`config.mk`:
```
export PLATFORM = sky130hd
export DESIGN_NAME = multicycle_ctrl_flat
export DESIGN_NICKNAME = d
export VERILOG_FILES = /design/src/rtl/riscv_mc_pkg.sv /design/src/rtl/multicycle_ctrl_if.sv /design/src/rtl/mc_aludec.sv /design/src/rtl/multicycle_ctrl.sv /design/src/flat_wrapper.sv
export SDC_FILE = /design/constraint.sdc
export NUM_CORES = 1
export LEC_CHECK = 0
export ABC_AREA = 1
export CAP_MARGIN = 40
export CORE_ASPECT_RATIO = 0.75
export CORE_MARGIN = 2
export CORE_UTILIZATION = 34
export DETAILED_ROUTE_END_ITERATION = 12
export PLACE_DENSITY = 0.74
export SYNTH_ARGS = -nofsm -noshare
export SYNTH_HDL_FRONTEND = slang
export SYNTH_HIERARCHICAL = 1
export SYNTH_SLANG_ARGS = --single-unit
```
`constraint.sdc`:
```
create_clock -name clk -period 1.5 [get_ports clk]
set_input_delay 0.225 -clock clk [delete_from_list [all_inputs] [get_ports clk]]
set_output_delay 0.225 -clock clk [all_outputs]
set_load 0.05 [all_outputs]
```
`src/rtl/riscv_mc_pkg.sv`:
```
// Shared definitions for the multicycle RISC-V controller: FSM states, ALU
// operation classes, ALU control codes and the opcodes the decoder recognises.
package riscv_mc_pkg;

   typedef enum logic [3:0] {
      S_FETCH    = 4'd0,
      S_DECODE   = 4'd1,
      S_MEMADR   = 4'd2,
      S_MEMREAD  = 4'd3,
      S_MEMWB    = 4'd4,
      S_MEMWRITE = 4'd5,
      S_EXECR    = 4'd6,
      S_ALUWB    = 4'd7,
      S_EXECI    = 4'd8,
      S_JAL      = 4'd9,
      S_BRANCH   = 4'd10,
      S_ERROR    = 4'd15
   } state_t;

   localparam logic [1:0] ALUOP_ADD   = 2'b00;
   localparam logic [1:0] ALUOP_SUB   = 2'b01;
   localparam logic [1:0] ALUOP_FUNCT = 2'b10;

   localparam logic [2:0] ALUC_ADD = 3'b000;
   localparam logic [2:0] ALUC_SUB = 3'b001;
   localparam logic [2:0] ALUC_AND = 3'b010;
   localparam logic [2:0] ALUC_OR  = 3'b011;
   localparam logic [2:0] ALUC_XOR = 3'b100;
   localparam logic [2:0] ALUC_SLT = 3'b101;

   localparam logic [6:0] OP_LOAD   = 7'b0000011;
   localparam logic [6:0] OP_STORE  = 7'b0100011;
   localparam logic [6:0] OP_RTYPE  = 7'b0110011;
   localparam logic [6:0] OP_ITYPE  = 7'b0010011;
   localparam logic [6:0] OP_JAL    = 7'b1101111;
   localparam logic [6:0] OP_BRANCH = 7'b1100011;

   // Immediate format select; a pure function of the opcode.
   function automatic logic [1:0] imm_src(input logic [6:0] op);
      logic [1:0] sel;
      case (op)
         OP_LOAD, OP_ITYPE: sel = 2'b00;
         OP_STORE:          sel = 2'b01;
         OP_BRANCH:         sel = 2'b10;
         OP_JAL:            sel = 2'b11;
         default:           sel = 2'b00;
      endcase
      return sel;
   endfunction

endpackage

```
`src/rtl/multicycle_ctrl_if.sv`:
```
// Instruction-field inputs and datapath control outputs of the multicycle
// controller; the datapath side is the master, the controller the slave.
interface multicycle_ctrl_if;

   logic [6:0] op;
   logic [2:0] funct3;
   logic       funct7b5;
   logic       Zero;
   logic       mem_ready;

   logic       PCWrite;
   logic       AdrSrc;
   logic       MemWrite;
   logic       IRWrite;
   logic       RegWrite;
   logic [1:0] ResultSrc;
   logic [1:0] ALUSrcA;
   logic [1:0] ALUSrcB;
   logic [1:0] ImmSrc;
   logic [2:0] ALUControl;
   logic [3:0] state;
   logic       error;

   modport master (
      output op, funct3, funct7b5, Zero, mem_ready,
      input  PCWrite, AdrSrc, MemWrite, IRWrite, RegWrite,
      input  ResultSrc, ALUSrcA, ALUSrcB, ImmSrc, ALUControl, state, error
   );

   modport slave (
      input  op, funct3, funct7b5, Zero, mem_ready,
      output PCWrite, AdrSrc, MemWrite, IRWrite, RegWrite,
      output ResultSrc, ALUSrcA, ALUSrcB, ImmSrc, ALUControl, state, error
   );

endinterface

```
`src/rtl/mc_aludec.sv`:
```
// ALU decoder: maps the ALU operation class and instruction fields onto the
// 3-bit ALU control code.
module mc_aludec
   import riscv_mc_pkg::*;
(
   input  logic [1:0] alu_op,
   input  logic [2:0] funct3,
   input  logic       funct7b5,
   input  logic       op5,
   output logic [2:0] alu_control
);

   // Decode the ALU operation; only register-register ops honour funct7b5.
   always_comb begin
      alu_control = ALUC_ADD;
      case (alu_op)
         ALUOP_ADD: alu_control = ALUC_ADD;
         ALUOP_SUB: alu_control = ALUC_SUB;
         ALUOP_FUNCT: begin
            case (funct3)
               3'b000:  alu_control = (funct7b5 && op5) ? ALUC_SUB : ALUC_ADD;
               3'b010:  alu_control = ALUC_SLT;
               3'b100:  alu_control = ALUC_XOR;
               3'b110:  alu_control = ALUC_OR;
               3'b111:  alu_control = ALUC_AND;
               default: alu_control = ALUC_ADD;
            endcase
         end
         default: alu_control = ALUC_ADD;
      endcase
   end

endmodule

```
`src/rtl/multicycle_ctrl.sv`:
```
// Multicycle RISC-V main controller: state machine, per-state datapath
// controls, branch resolution and immediate select.
module multicycle_ctrl
   import riscv_mc_pkg::*;
#(
   parameter int ILLEGAL_HALT = 1
)(
   input logic               clk,
   input logic               reset,
   multicycle_ctrl_if.slave  bus
);

   localparam state_t ILLEGAL_NEXT = (ILLEGAL_HALT != 0) ? S_ERROR : S_FETCH;

   state_t     state_r;
   state_t     state_next_s;
   logic       pc_update_s;
   logic       branch_s;
   logic       adr_src_s;
   logic       mem_write_s;
   logic       ir_write_s;
   logic       reg_write_s;
   logic       error_s;
   logic [1:0] result_src_s;
   logic [1:0] alu_src_a_s;
   logic [1:0] alu_src_b_s;
   logic [1:0] alu_op_s;
   logic [2:0] alu_control_s;

   // State register; reset forces FETCH at once, even mid-stall.
   always_ff @(posedge clk or posedge reset) begin
      if (reset) begin
         state_r <= S_FETCH;
      end else begin
         state_r <= state_next_s;
      end
   end

   // Next-state selection and per-state control outputs.
   always_comb begin
      state_next_s = state_r;
      pc_update_s  = 1'b0;
      branch_s     = 1'b0;
      adr_src_s    = 1'b0;
      mem_write_s  = 1'b0;
      ir_write_s   = 1'b0;
      reg_write_s  = 1'b0;
      error_s      = 1'b0;
      result_src_s = 2'b00;
      alu_src_a_s  = 2'b00;
      alu_src_b_s  = 2'b00;
      alu_op_s     = ALUOP_ADD;
      case (state_r)
         S_FETCH: begin
            // IR and PC load only on the cycle the memory delivers the word.
            ir_write_s   = bus.mem_ready;
            pc_update_s  = bus.mem_ready;
            alu_src_b_s  = 2'b10;
            result_src_s = 2'b10;
            state_next_s = bus.mem_ready ? S_DECODE : S_FETCH;
         end
         S_DECODE: begin
            alu_src_a_s = 2'b01;
            alu_src_b_s = 2'b01;
            case (bus.op)
               OP_LOAD, OP_STORE: state_next_s = S_MEMADR;
               OP_RTYPE:          state_next_s = S_EXECR;
               OP_ITYPE:          state_next_s = S_EXECI;
               OP_JAL:            state_next_s = S_JAL;
               OP_BRANCH:         state_next_s = S_BRANCH;
               default:           state_next_s = ILLEGAL_NEXT;
            endcase
         end
         S_MEMADR: begin
            alu_src_a_s  = 2'b10;
            alu_src_b_s  = 2'b01;
            state_next_s = (bus.op == OP_LOAD) ? S_MEMREAD : S_MEMWRITE;
         end
         S_MEMREAD: begin
            adr_src_s    = 1'b1;
            state_next_s = bus.mem_ready ? S_MEMWB : S_MEMREAD;
         end
         S_MEMWB: begin
            result_src_s = 2'b01;
            reg_write_s  = 1'b1;
            state_next_s = S_FETCH;
         end
         S_MEMWRITE: begin
            adr_src_s    = 1'b1;
            mem_write_s  = 1'b1;
            state_next_s = bus.mem_ready ? S_FETCH : S_MEMWRITE;
         end
         S_EXECR: begin
            alu_src_a_s  = 2'b10;
            alu_op_s     = ALUOP_FUNCT;
            state_next_s = S_ALUWB;
         end
         S_EXECI: begin
            alu_src_a_s  = 2'b10;
            alu_src_b_s  = 2'b01;
            alu_op_s     = ALUOP_FUNCT;
            state_next_s = S_ALUWB;
         end
         S_ALUWB: begin
            reg_write_s  = 1'b1;
            state_next_s = S_FETCH;
         end
         S_JAL: begin
            alu_src_a_s  = 2'b01;
            alu_src_b_s  = 2'b10;
            pc_update_s  = 1'b1;
            state_next_s = S_ALUWB;
         end
         S_BRANCH: begin
            alu_src_a_s  = 2'b10;
            alu_op_s     = ALUOP_SUB;
            branch_s     = 1'b1;
            state_next_s = S_FETCH;
         end
         S_ERROR: begin
            error_s      = 1'b1;
            state_next_s = S_ERROR;
         end
         default: begin
            // Unused encodings are treated like an illegal instruction.
            state_next_s = ILLEGAL_NEXT;
         end
      endcase
   end

   mc_aludec u_aludec (
      .alu_op      (alu_op_s),
      .funct3      (bus.funct3),
      .funct7b5    (bus.funct7b5),
      .op5         (bus.op[5]),
      .alu_control (alu_control_s)
   );

   // funct3[0] inverts the sense of Zero, turning beq into bne.
   assign bus.PCWrite    = pc_update_s | (branch_s & (bus.Zero ^ bus.funct3[0]));
   assign bus.AdrSrc     = adr_src_s;
   assign bus.MemWrite   = mem_write_s;
   assign bus.IRWrite    = ir_write_s;
   assign bus.RegWrite   = reg_write_s;
   assign bus.ResultSrc  = result_src_s;
   assign bus.ALUSrcA    = alu_src_a_s;
   assign bus.ALUSrcB    = alu_src_b_s;
   assign bus.ImmSrc     = imm_src(bus.op);
   assign bus.ALUControl = alu_control_s;
   assign bus.state      = state_r;
   assign bus.error      = error_s;

endmodule

```
`src/flat_wrapper.sv`:
```
// flat-port wrapper written by rule: the top's interface ports become plain ports
module multicycle_ctrl_flat import riscv_mc_pkg::*;
#(
   parameter int ILLEGAL_HALT = 1
)
  (clk, reset, bus_op, bus_funct3, bus_funct7b5, bus_Zero, bus_mem_ready, bus_PCWrite, bus_AdrSrc, bus_MemWrite, bus_IRWrite, bus_RegWrite, bus_ResultSrc, bus_ALUSrcA, bus_ALUSrcB, bus_ImmSrc, bus_ALUControl, bus_state, bus_error);
  multicycle_ctrl_if bus_i ();
  input logic clk;
  input logic reset;
  input wire logic [$bits(bus_i.op)-1:0] bus_op;
  input wire logic [$bits(bus_i.funct3)-1:0] bus_funct3;
  input wire logic [$bits(bus_i.funct7b5)-1:0] bus_funct7b5;
  input wire logic [$bits(bus_i.Zero)-1:0] bus_Zero;
  input wire logic [$bits(bus_i.mem_ready)-1:0] bus_mem_ready;
  output wire logic [$bits(bus_i.PCWrite)-1:0] bus_PCWrite;
  output wire logic [$bits(bus_i.AdrSrc)-1:0] bus_AdrSrc;
  output wire logic [$bits(bus_i.MemWrite)-1:0] bus_MemWrite;
  output wire logic [$bits(bus_i.IRWrite)-1:0] bus_IRWrite;
  output wire logic [$bits(bus_i.RegWrite)-1:0] bus_RegWrite;
  output wire logic [$bits(bus_i.ResultSrc)-1:0] bus_ResultSrc;
  output wire logic [$bits(bus_i.ALUSrcA)-1:0] bus_ALUSrcA;
  output wire logic [$bits(bus_i.ALUSrcB)-1:0] bus_ALUSrcB;
  output wire logic [$bits(bus_i.ImmSrc)-1:0] bus_ImmSrc;
  output wire logic [$bits(bus_i.ALUControl)-1:0] bus_ALUControl;
  output wire logic [$bits(bus_i.state)-1:0] bus_state;
  output wire logic [$bits(bus_i.error)-1:0] bus_error;
  assign bus_i.op = bus_op;
  assign bus_i.funct3 = bus_funct3;
  assign bus_i.funct7b5 = bus_funct7b5;
  assign bus_i.Zero = bus_Zero;
  assign bus_i.mem_ready = bus_mem_ready;
  assign bus_PCWrite = bus_i.PCWrite;
  assign bus_AdrSrc = bus_i.AdrSrc;
  assign bus_MemWrite = bus_i.MemWrite;
  assign bus_IRWrite = bus_i.IRWrite;
  assign bus_RegWrite = bus_i.RegWrite;
  assign bus_ResultSrc = bus_i.ResultSrc;
  assign bus_ALUSrcA = bus_i.ALUSrcA;
  assign bus_ALUSrcB = bus_i.ALUSrcB;
  assign bus_ImmSrc = bus_i.ImmSrc;
  assign bus_ALUControl = bus_i.ALUControl;
  assign bus_state = bus_i.state;
  assign bus_error = bus_i.error;
  multicycle_ctrl #(.ILLEGAL_HALT(ILLEGAL_HALT)) u_core (.clk(clk), .reset(reset), .bus(bus_i));
endmodule
```
==> results of run 1 <==
timing repair:
action	CTS
setup buffers	5
endpoints found under the setup margin	18
resized for setup	17
pin swaps	12
gates cloned	0
hold buffers	0
through the flow:
step | worst slack (ns) | cells
floorplan | -0.393 | 121
global placement | -0.115 | 200
detailed placement | -0.200 | 200
CTS | -0.380 | 208
logic make-up after synthesis:
group	count (synthesis)	synth area share (%)
xor gates and xnor gates	1	1.34
AOI/OAI and AO/OA	7	5.74
adders and majority gates	2	3.82
and+or+nand+nor	81	58.9
buffers and inverters	26	14.9
DFF	4	15.3
cell usage after synthesis:
cell type	count	area, µm²
sky130_fd_sc_hd__nor3_1	2	10.0
sky130_fd_sc_hd__xor2_1	1	8.76
sky130_fd_sc_hd__ha_1	2	25.0
sky130_fd_sc_hd__nand2_2	5	31.3
sky130_fd_sc_hd__inv_2	6	22.5
sky130_fd_sc_hd__a21oi_1	1	5.00
sky130_fd_sc_hd__nor2_4	3	33.8
sky130_fd_sc_hd__nor2_1	16	60.1
sky130_fd_sc_hd__nor2_2	7	43.8
sky130_fd_sc_hd__inv_1	20	75.1
sky130_fd_sc_hd__o21ai_0	4	20.0
sky130_fd_sc_hd__dfrtp_1	4	100
sky130_fd_sc_hd__a31oi_1	1	6.26
sky130_fd_sc_hd__nand4_1	1	6.26
sky130_fd_sc_hd__nand3_1	12	60.1
sky130_fd_sc_hd__o22ai_1	1	6.26
sky130_fd_sc_hd__nor3b_2	1	12.5
sky130_fd_sc_hd__nand2_1	34	128
==> out/qor.json, run 1 <==
{
  "numCtsBuffers": {"value": 3},
  "netlist-cell-type-count": {"value": 18},
  "clock_tree.buffer_depth": {"value": 2},
  "yosys_register_bits": {"value": 4},
  "gp_routability_congestion": {"value": 0.836},
  "buffer_ports.inserted": {"value": 35},
  "grt_start_max_net_pins": {"value": 7},
  "syn-mean-instance-area": {"value": 5.41, "unit": "µm²"},
  "hpwlAfterDp": {"value": 2220, "unit": "µm"},
  "num_rows": {"value": 13},
  "detailed_place.area": {"value": 1550, "unit": "µm²"},
  "stop_error": {"value": "[ERROR DPL-0038] Utilization greater than 100%, impossible to legalize"},
  "status": {"value": "stopped before the end"},
  "htree_levels": {"value": 1},
  "syn-cell-area": {"value": 654, "unit": "µm²"},
  "clock_tree.root_cell": {"value": "sky130_fd_sc_hd__clkbuf_4"},
  "worst-ep-kind": {"value": "output port"},
  "yosys_warnings": {"value": 6},
  "fp.dieW": {"value": 54.7, "unit": "µm"},
  "timing.grt.repair.worst_endpoint": {"value": "bus_ALUControl[0]"},
  "pin_count": {"value": 36},
  "count_of_clock_tree_sinks": {"value": 4},
  "terminating_stage_of_the_flow": {"value": "5_1_grt"},
  "synth-seq-area-share": {"value": 15.3, "unit": "%"},
  "floorplan.die.height": {"value": 42.0, "unit": "µm"},
  "initial_utilization": {"value": 36.9, "unit": "%"},
  "synthesis.nets": {"value": 138},
  "syn-instance-count": {"value": 121}
}
==> inputs of run 2 (changes only) <==
Settings changed: CORE_AREA from default to 2 2 63 65, CORE_ASPECT_RATIO 0.75 to default, CORE_MARGIN 2 to default, CORE_UTILIZATION 34 to default, DIE_AREA from default to 0 0 65 67, PLACE_DENSITY 0.74 to default, PLACE_DENSITY_LB_ADDON from default to 0.15.
Clock period 1.5 ns to 2 ns, I/O delays scaled along.
==> out/qor.json, run 2 <==
{
  "layout_commonest_cell": {"value": "sky130_fd_sc_hd__nand2_1"},
  "dr_total_vias": {"value": 858},
  "numCtsBuffers": {"value": 3, "change": "unchanged"},
  "status": {"value": "complete, no violations", "change": "was stopped before the end"},
  "finalCriticalPeriod": {"value": 1.94, "unit": "ns"},
  "diodes": {"value": 0},
  "grt_start_max_net_pins": {"value": 7},
  "clock_latency": {"value": 0.21, "unit": "ns"},
  "first_global_vias": {"value": 764},
  "synth-seq-area-share": {"value": 15.3, "unit": "%", "change": "unchanged"},
  "unrepaired_setup_endpoints_after_global_routing": {"value": "true"},
  "buffer_ports.inserted": {"value": 35, "change": "unchanged"},
  "routed_wl_per_cell": {"value": 9.06, "unit": "µm"},
  "count_of_clock_tree_sinks": {"value": 4, "change": "unchanged"},
  "number_of_synthesized_flops_with_an_enable_pin": {"value": 0, "change": "unchanged"},
  "vdd_ir_drop_max": {"value": 151, "unit": "µV"},
  "hpwlAfterDp": {"value": 1700, "unit": "µm", "change": "was 2220 µm"},
  "min_period_over_period": {"value": 96.9, "unit": "%"},
  "final_net_count": {"value": 185},
  "syn-cell-area": {"value": 654, "unit": "µm²", "change": "unchanged"},
  "largest_register_ff_count": {"value": 4},
  "timing.fmax": {"value": 0.516, "unit": "GHz"},
  "core_area": {"value": 3610, "unit": "µm²"},
  "grt_antenna_before_repair": {"value": 0},
  "critical_path_class": {"value": "reg -> out"},
  "most_used_flip_flop_cell_after_synthesis": {"value": "sky130_fd_sc_hd__dfrtp_1", "change": "unchanged"},
  "htree_levels": {"value": 1, "change": "unchanged"},
  "syn-instance-count": {"value": 121, "change": "unchanged"},
  "final-max-slew-violation-count": {"value": 0},
  "holdCritPathClass": {"value": "in -> async"},
  "yosys_warnings": {"value": 6, "change": "unchanged"},
  "crit-reg2reg-launch": {"value": "u_core/bus.state[3]$_DFF_PP0_"},
  "layout_common_cells": {"value": "sky130_fd_sc_hd__nand2_1, sky130_fd_sc_hd__clkdlybuf4s50_1, sky130_fd_sc_hd__inv_1"},
  "grt_first_pass_wirelength": {"value": 3290, "unit": "µm"},
  "remaining_drc_errors": {"value": 0},
  "startpoint_type": {"value": "flop"},
  "synthTopCellsByArea": {"value": "sky130_fd_sc_hd__nand2_1, sky130_fd_sc_hd__dfrtp_1, sky130_fd_sc_hd__inv_1", "change": "unchanged"},
  "worst-path-max-fanout": {"value": 4},
  "num_rows": {"value": 22, "change": "was 13"},
  "syn_to_final_growth": {"value": 108, "unit": "%"},
  "r2r_end": {"value": "u_core/bus.state[2]$_DFF_PP0_"},
  "async_reset_ff_share": {"value": 100, "unit": "%", "change": "unchanged"},
  "die_area": {"value": 4360, "unit": "µm²"},
  "clock_tree.root_cell": {"value": "sky130_fd_sc_hd__clkbuf_8", "change": "was sky130_fd_sc_hd__clkbuf_4"},
  "fin_worst_hold_slack": {"value": 0.270, "unit": "ns"},
  "cellPowerDensity": {"value": 223, "unit": "nW/µm²"},
  "post-synth-top-area-cell": {"value": "sky130_fd_sc_hd__nand2_1", "change": "unchanged"},
  "max_cap_viol_count": {"value": 0},
  "regToRegSetupSlack": {"value": 0.62, "unit": "ns"},
  "slew_headroom": {"value": 66.8, "unit": "%"},
  "clock_tree.buffer_depth": {"value": 2, "change": "unchanged"},
  "floorplan.die.height": {"value": 67, "unit": "µm", "change": "was 42.0 µm"},
  "initial_utilization": {"value": 18.1, "unit": "%", "change": "was 36.9%"},
  "worst_setup_hold_path_clk_slew": {"value": 0.03, "unit": "ns"},
  "syn-mean-instance-area": {"value": 5.41, "unit": "µm²", "change": "unchanged"},
  "pin_count": {"value": 36, "change": "unchanged"},
  "finalHoldViolations": {"value": 0},
  "track_usage": {"value": 9.40, "unit": "%"},
  "gp_routability_congestion": {"value": 0.813, "change": "was 0.836"},
  "yosysMostFrequentCell": {"value": "sky130_fd_sc_hd__nand2_1", "change": "unchanged"},
  "worstMarginPinSlew": {"value": 0.496, "unit": "ns"},
  "yosys_register_bits": {"value": 4, "change": "unchanged"},
  "finalSetupViolations": {"value": 0},
  "worstSetupEndpoint": {"value": "bus_ALUControl[1]"},
  "cts_tree": {"value": "yes"},
  "drt-initial-drc-count": {"value": 19},
  "synthesis.nets": {"value": 138, "change": "unchanged"},
  "critical_path_required": {"value": 1.70, "unit": "ns"},
  "cellLeakagePower": {"value": 0.616, "unit": "nW"},
  "fp.dieW": {"value": 65, "unit": "µm", "change": "was 54.7 µm"},
  "timing.critical_path.to_type": {"value": "output pin"},
  "cp.arrival": {"value": 1.64, "unit": "ns"},
  "r2r_cells": {"value": 9},
  "drtPass1Iterations": {"value": 4},
  "fin_setup_tns": {"value": 0, "unit": "ns"},
  "drive_above_1_share": {"value": 39.2, "unit": "%"},
  "netlist_top_cells_count": {"value": "sky130_fd_sc_hd__nand2_1, sky130_fd_sc_hd__inv_1, sky130_fd_sc_hd__nor2_1", "change": "unchanged"},
  "netlist-cell-type-count": {"value": 18, "change": "unchanged"},
  "crit_start": {"value": "u_core/bus.state[1]$_DFF_PP0_"},
  "detail_route.vias_per_cell": {"value": 4.01},
  "synth_largest_type_area_fraction": {"value": 19.5, "unit": "%", "change": "unchanged"},
  "grt_overflow": {"value": 0},
  "finClkSkew": {"value": 0.00194, "unit": "ns"},
  "route.antenna.remaining_nets": {"value": 0},
  "routed_wl": {"value": 1940, "unit": "µm"}
}
-- run 2: how the worst min path moves through the flow --
| stage | from | endpoint | slack (ns) | cells past startpoint |
|---|---|---|---|---|
| floorplan | reset | u_core/bus.state[0]$_DFF_PP0_ | 0.07 | 1 |
| detailed placement | reset | u_core/bus.state[2]$_DFF_PP0_ | 0.49 | 2 |
| CTS | reset | u_core/bus.state[2]$_DFF_PP0_ | 0.27 | 2 |
| finish | reset | u_core/bus.state[2]$_DFF_PP0_ | 0.27 | 2 |
| global route | reset | u_core/bus.state[3]$_DFF_PP0_ | 0.30 | 2 |
| global placement | reset | u_core/bus.state[2]$_DFF_PP0_ | 0.49 | 2 |
-- run 2: power by group --
| part | internal (mW) | switching [mW] |
|---|---|---|
| Combinational | 0.0339 | 0.0239 |
| Sequential | 0.0815 | 0 |
| Clock | 0.128 | 0.0357 |
| Total | 0.243 | 0.0596 |
-- run 2: per-stage QoR --
stage / utilization [%] / area (µm²) / cells / power (mW) / setup slack (ns)
floorplan: - / 704 / 121 / 0.102 / -0.0556
global placement: 34.5 / 1240 / 207 / 0.141 / 0.181
detailed placement: 34.5 / 1240 / 207 / 0.141 / 0.168
CTS: 36.1 / 1300 / 210 / 0.310 / 0.00775
global route: 37.7 / 1360 / 214 / 0.323 / -0.0348
finish: 37.7 / 1360 / 214 / 0.303 / 0.0623
-- run 2: critical path, stage by stage, from the launching register on --
cell and delay, ns:
sky130_fd_sc_hd__dfrtp_2 0.39, sky130_fd_sc_hd__inv_2 0.07, sky130_fd_sc_hd__nor2_4 0.15, sky130_fd_sc_hd__inv_2 0.06, sky130_fd_sc_hd__nor2_4 0.11, sky130_fd_sc_hd__inv_2 0.05, sky130_fd_sc_hd__ha_4 0.23, sky130_fd_sc_hd__nor3_4 0.22
sky130_fd_sc_hd__buf_12 0.16
-- run 2: metal layers --
| metal | part of all wire (%) | GRT usage (%) | vias up |
|---|---|---|---|
| met4 | 0.62 | 2.39 | 0 |
| met1 | 44 | 12.3 | 371 |
| li1 | - | - | 460 |
| met2 | 49 | 16.1 | 25 |
| met5 | 0 | 0 | - |
| met3 | 6.2 | 1.35 | 2 |
-- run 2: cell type report --
class                           instances  area [µm²]
Sequential cell                         4         105
Multi-Input combinational cell         91         539
Timing Repair Buffer                   42         510
Inverter                               26         103
Clock buffer                            3        41.3
Tap cell                               48        60.1
Fill cell                             391        2250
-- run 2: kinds of logic (layout without fill, tap and decap cells) --
logic type / count (synthesis) / in the layout / share of synthesized area (%)
adder cells (fa/ha/maj): 2 / 2 / 3.82
AO/OA/AOI/OAI: 7 / 7 / 5.74
XOR/XNOR: 1 / 1 / 1.34
buffers and inverters: 26 / 71 / 14.9
AND/OR/NAND/NOR: 81 / 81 / 58.9
flip-flops: 4 / 4 / 15.3
-- run 2: timing repair --
item	in CTS	in global routing
setup buffers	0	4
resized for setup	4	10
hold buffers	0	0
pin swaps	0	6
endpoints found under the setup margin	2	3
Power figures use the tool's default switching activity.
==> inputs of run 3 (changes only) <==
==> constraint.sdc (replaced) <==
create_clock -name clk -period 2 [get_ports clk]
set_input_delay 0.4 -clock clk [delete_from_list [all_inputs] [get_ports clk]]
set_output_delay 0.4 -clock clk [all_outputs]
set_load 0.05 [all_outputs]
==> out/qor.json, run 3 (synthesis results as in run 2) <==
{
  "status": {"value": "finished with violations", "change": "was complete, no violations"},
  "violations_in_the_final_reports": {"value": "setup timing"},
  "dr_total_vias": {"value": 914, "change": "was 858"},
  "count_of_clock_tree_sinks": {"value": 4, "change": "unchanged"},
  "min_period_over_period": {"value": 102, "unit": "%", "change": "was 96.9%"},
  "final_net_count": {"value": 193, "change": "was 185"},
  "pin_count": {"value": 36, "change": "unchanged"},
  "drive_above_1_share": {"value": 48.3, "unit": "%", "change": "was 39.2%"},
  "vdd_ir_drop_max": {"value": 135, "unit": "µV", "change": "was 151 µV"},
  "slew_headroom": {"value": 67.0, "unit": "%", "change": "was 66.8%"},
  "cp.buffers_inverters": {"value": 4, "change": "unchanged"},
  "layout_commonest_cell": {"value": "sky130_fd_sc_hd__nand2_1", "change": "unchanged"},
  "finalSetupViolations": {"value": 2, "change": "was 0"},
  "clock_latency": {"value": 0.22, "unit": "ns", "change": "was 0.21 ns"},
  "cts-hold-fix-buffers": {"value": 0, "change": "unchanged"},
  "power_frac_clock": {"value": 54.7, "unit": "%", "change": "was 54.0%"},
  "max_cap_viol_count": {"value": 0, "change": "unchanged"},
  "hpwlAfterDp": {"value": 1710, "unit": "µm", "change": "was 1700 µm"},
  "p_sw_share": {"value": 22.5, "unit": "%", "change": "was 19.7%"},
  "route.antenna.remaining_nets": {"value": 0, "change": "unchanged"},
  "finalCriticalPeriod": {"value": 2.03, "unit": "ns", "change": "was 1.94 ns"},
  "floorplan.die.height": {"value": 67, "unit": "µm", "change": "unchanged"},
  "htree_levels": {"value": 1, "change": "unchanged"},
  "total_switching_power": {"value": 71.3, "unit": "µW", "change": "was 59.6 µW"},
  "largest_register_ff_count": {"value": 4, "change": "unchanged"},
  "worstPathCellList": {"value": "nor2_4 -> inv_2 -> nor2_4 -> inv_2 -> ha_4 -> inv_2 -> nand2_2 -> nand2_4 -> buf_12", "change": "was inv_2 -> nor2_4 -> inv_2 -> nor2_4 -> inv_2 -> ha_4 -> nor3_4 -> buf_12"},
  "gp_routability_congestion": {"value": 0.723, "change": "was 0.813"},
  "layout_common_cells": {"value": "sky130_fd_sc_hd__nand2_1, sky130_fd_sc_hd__buf_12, sky130_fd_sc_hd__buf_4, sky130_fd_sc_hd__inv_1, sky130_fd_sc_hd__clkdlybuf4s50_1", "change": "was sky130_fd_sc_hd__nand2_1, sky130_fd_sc_hd__clkdlybuf4s50_1, sky130_fd_sc_hd__inv_1"},
  "worst_path_most_repeated_cell": {"value": "sky130_fd_sc_hd__inv_2", "change": "unchanged"},
  "worst_path_max_delay_cell": {"value": "sky130_fd_sc_hd__dfrtp_2", "change": "unchanged"},
  "grt_first_pass_wirelength": {"value": 3420, "unit": "µm", "change": "was 3290 µm"},
  "cp.arrival": {"value": 1.63, "unit": "ns", "change": "was 1.64 ns"},
  "critical_path_class": {"value": "reg -> out", "change": "unchanged"},
  "seq_power_share": {"value": 25.7, "unit": "%", "change": "was 26.9%"},
  "n_fill_cell": {"value": 372, "change": "was 391"},
  "internal_power": {"value": 245, "unit": "µW", "change": "was 243 µW"},
  "postLayoutSetupSlackWorst": {"value": -0.0343, "unit": "ns", "change": "was 0.0623 ns"},
  "final-max-slew-violation-count": {"value": 0, "change": "unchanged"},
  "buffer_ports.inserted": {"value": 35, "change": "unchanged"},
  "drtPass1Iterations": {"value": 6, "change": "was 4"},
  "cellPowerDensity": {"value": 207, "unit": "nW/µm²", "change": "was 223 nW/µm²"},
  "worst_path_largest_cell_delay": {"value": 0.44, "unit": "ns", "change": "was 0.39 ns"},
  "detail_route.vias_per_cell": {"value": 4.12, "change": "was 4.01"},
  "timing.fmax": {"value": 0.492, "unit": "GHz", "change": "was 0.516 GHz"},
  "worstMarginPinSlew": {"value": 0.494, "unit": "ns", "change": "was 0.496 ns"},
  "grt_overflow": {"value": 0, "change": "unchanged"},
  "unrepaired_setup_endpoints_after_global_routing": {"value": "true", "change": "unchanged"},
  "diodes": {"value": 0, "change": "unchanged"},
  "worst-path-max-fanout": {"value": 4, "change": "unchanged"},
  "cpLargestDelayFamily": {"value": "flip-flops", "change": "was simple AND/OR/NAND/NOR gates"},
  "critical_path_required": {"value": 1.60, "unit": "ns", "change": "was 1.70 ns"},
  "numCtsBuffers": {"value": 3, "change": "unchanged"},
  "finClkSkew": {"value": 0.00205, "unit": "ns", "change": "was 0.00194 ns"},
  "fp.dieW": {"value": 65, "unit": "µm", "change": "unchanged"},
  "worst_setup_hold_path_clk_slew": {"value": 0.03, "unit": "ns", "change": "about the same"},
  "startpoint_type": {"value": "flop", "change": "unchanged"},
  "remaining_drc_errors": {"value": 0, "change": "unchanged"},
  "finalHoldViolations": {"value": 0, "change": "unchanged"},
  "cellLeakagePower": {"value": 0.674, "unit": "nW", "change": "was 0.616 nW"},
  "num_rows": {"value": 22, "change": "unchanged"},
  "track_usage": {"value": 9.94, "unit": "%", "change": "was 9.40%"},
  "fin_worst_hold_slack": {"value": 0.355, "unit": "ns", "change": "was 0.270 ns"},
  "cts_tree": {"value": "yes", "change": "unchanged"},
  "fin_total_pwr": {"value": 317, "unit": "µW", "change": "was 303 µW"},
  "initial_utilization": {"value": 18.1, "unit": "%", "change": "unchanged"},
  "core_area": {"value": 3610, "unit": "µm²", "change": "unchanged"},
  "combinationalPowerShare": {"value": 19.6, "unit": "%", "change": "was 19.1%"},
  "timing.critical_path.to_type": {"value": "output pin", "change": "unchanged"},
  "clock_tree.buffer_depth": {"value": 2, "change": "unchanged"},
  "die_area": {"value": 4360, "unit": "µm²", "change": "unchanged"},
  "grt_antenna_before_repair": {"value": 0, "change": "unchanged"},
  "clock_tree.root_cell": {"value": "sky130_fd_sc_hd__clkbuf_8", "change": "unchanged"},
  "routed_wl_per_cell": {"value": 9.81, "unit": "µm", "change": "was 9.06 µm"},
  "grt_start_max_net_pins": {"value": 7, "change": "unchanged"},
  "routed_wl": {"value": 2180, "unit": "µm", "change": "was 1940 µm"},
  "drt-initial-drc-count": {"value": 35, "change": "was 19"},
  "first_global_vias": {"value": 837, "change": "was 764"},
  "holdCritPathClass": {"value": "in -> async", "change": "unchanged"},
  "syn_to_final_growth": {"value": 133, "unit": "%", "change": "was 108%"}
}
-- run 3: area by class of cell --
type                            count  area [µm²]  share of cell area [%]
Clock buffer                        3        41.3                    2.70
Inverter                           26         100                    6.55
Multi-Input combinational cell     91         593                    38.8
Tap cell                           48        60.1                    3.93
Timing Repair Buffer               50         628                    41.1
Sequential cell                     4         105                    6.88
-- run 3: path summary, 6_finish.rpt --
check,start,endpoint,slack (ns),cells after the start
min in group clk,u_core/bus.state[3]$_DFF_PP0_,u_core/bus.state[3]$_DFF_PP0_,0.75,3
max reg2reg,u_core/bus.state[0]$_DFF_PP0_,u_core/bus.state[2]$_DFF_PP0_,0.62,8
max,u_core/bus.state[0]$_DFF_PP0_,bus_ALUControl[0],-0.03,9
min,reset,u_core/bus.state[1]$_DFF_PP0_,0.36,2
min reg2reg,u_core/bus.state[3]$_DFF_PP0_,u_core/bus.state[3]$_DFF_PP0_,0.75,3
max in group asynchronous,reset,u_core/bus.state[3]$_DFF_PP0_,1.49,2
-- run 3: worst register-to-register path, stage by stage, from the launching register on --
cell and delay, ns:
sky130_fd_sc_hd__dfrtp_2 0.44, sky130_fd_sc_hd__buf_4 0.15, sky130_fd_sc_hd__buf_4 0.13, sky130_fd_sc_hd__nand2_4 0.11, sky130_fd_sc_hd__nor2_2 0.07, sky130_fd_sc_hd__nor2_4 0.12
sky130_fd_sc_hd__nand3_1 0.08, sky130_fd_sc_hd__nor2_1 0.10, sky130_fd_sc_hd__nand2_1 0.05
-- run 3: timing repair --
item	CTS	global route
resized for setup	10	11
pin swaps	7	8
setup buffers	7	4
hold endpoints to repair	0	0
endpoints found under the setup margin	3	7
-- run 3: stage by stage --
stage	cell area (µm²)	utilization, %	cells	setup WS (ns)	setup TNS [ns]
after detailed placement	1330	37.0	208	0.0601	0
after global routing	1530	42.4	222	-0.117	-0.297
final	1530	42.4	222	-0.0343	-0.0553
after global placement	1330	37.0	208	0.0717	0
after CTS	1460	40.5	218	-0.0539	-0.0655
after floorplan	727	-	121	-0.0984	-0.189
-- run 3: routing by layer --
layer	wire [µm]	track usage [%]
met1	882	12.6
met2	1180	17.0
met3	88	0.676
met4	25	4.79
met5	0	0
-- run 3: power by group through the flow --
stage / Clock, mW / Combinational (mW) / Sequential, mW
finish: 0.173 / 0.0619 / 0.0815
CTS: 0.179 / 0.0608 / 0.0814
detailed placement: 0 / 0.0603 / 0.0824
floorplan: 0 / 0.0197 / 0.0824
global placement: 0 / 0.0593 / 0.0824
global route: 0.188 / 0.0681 / 0.0814
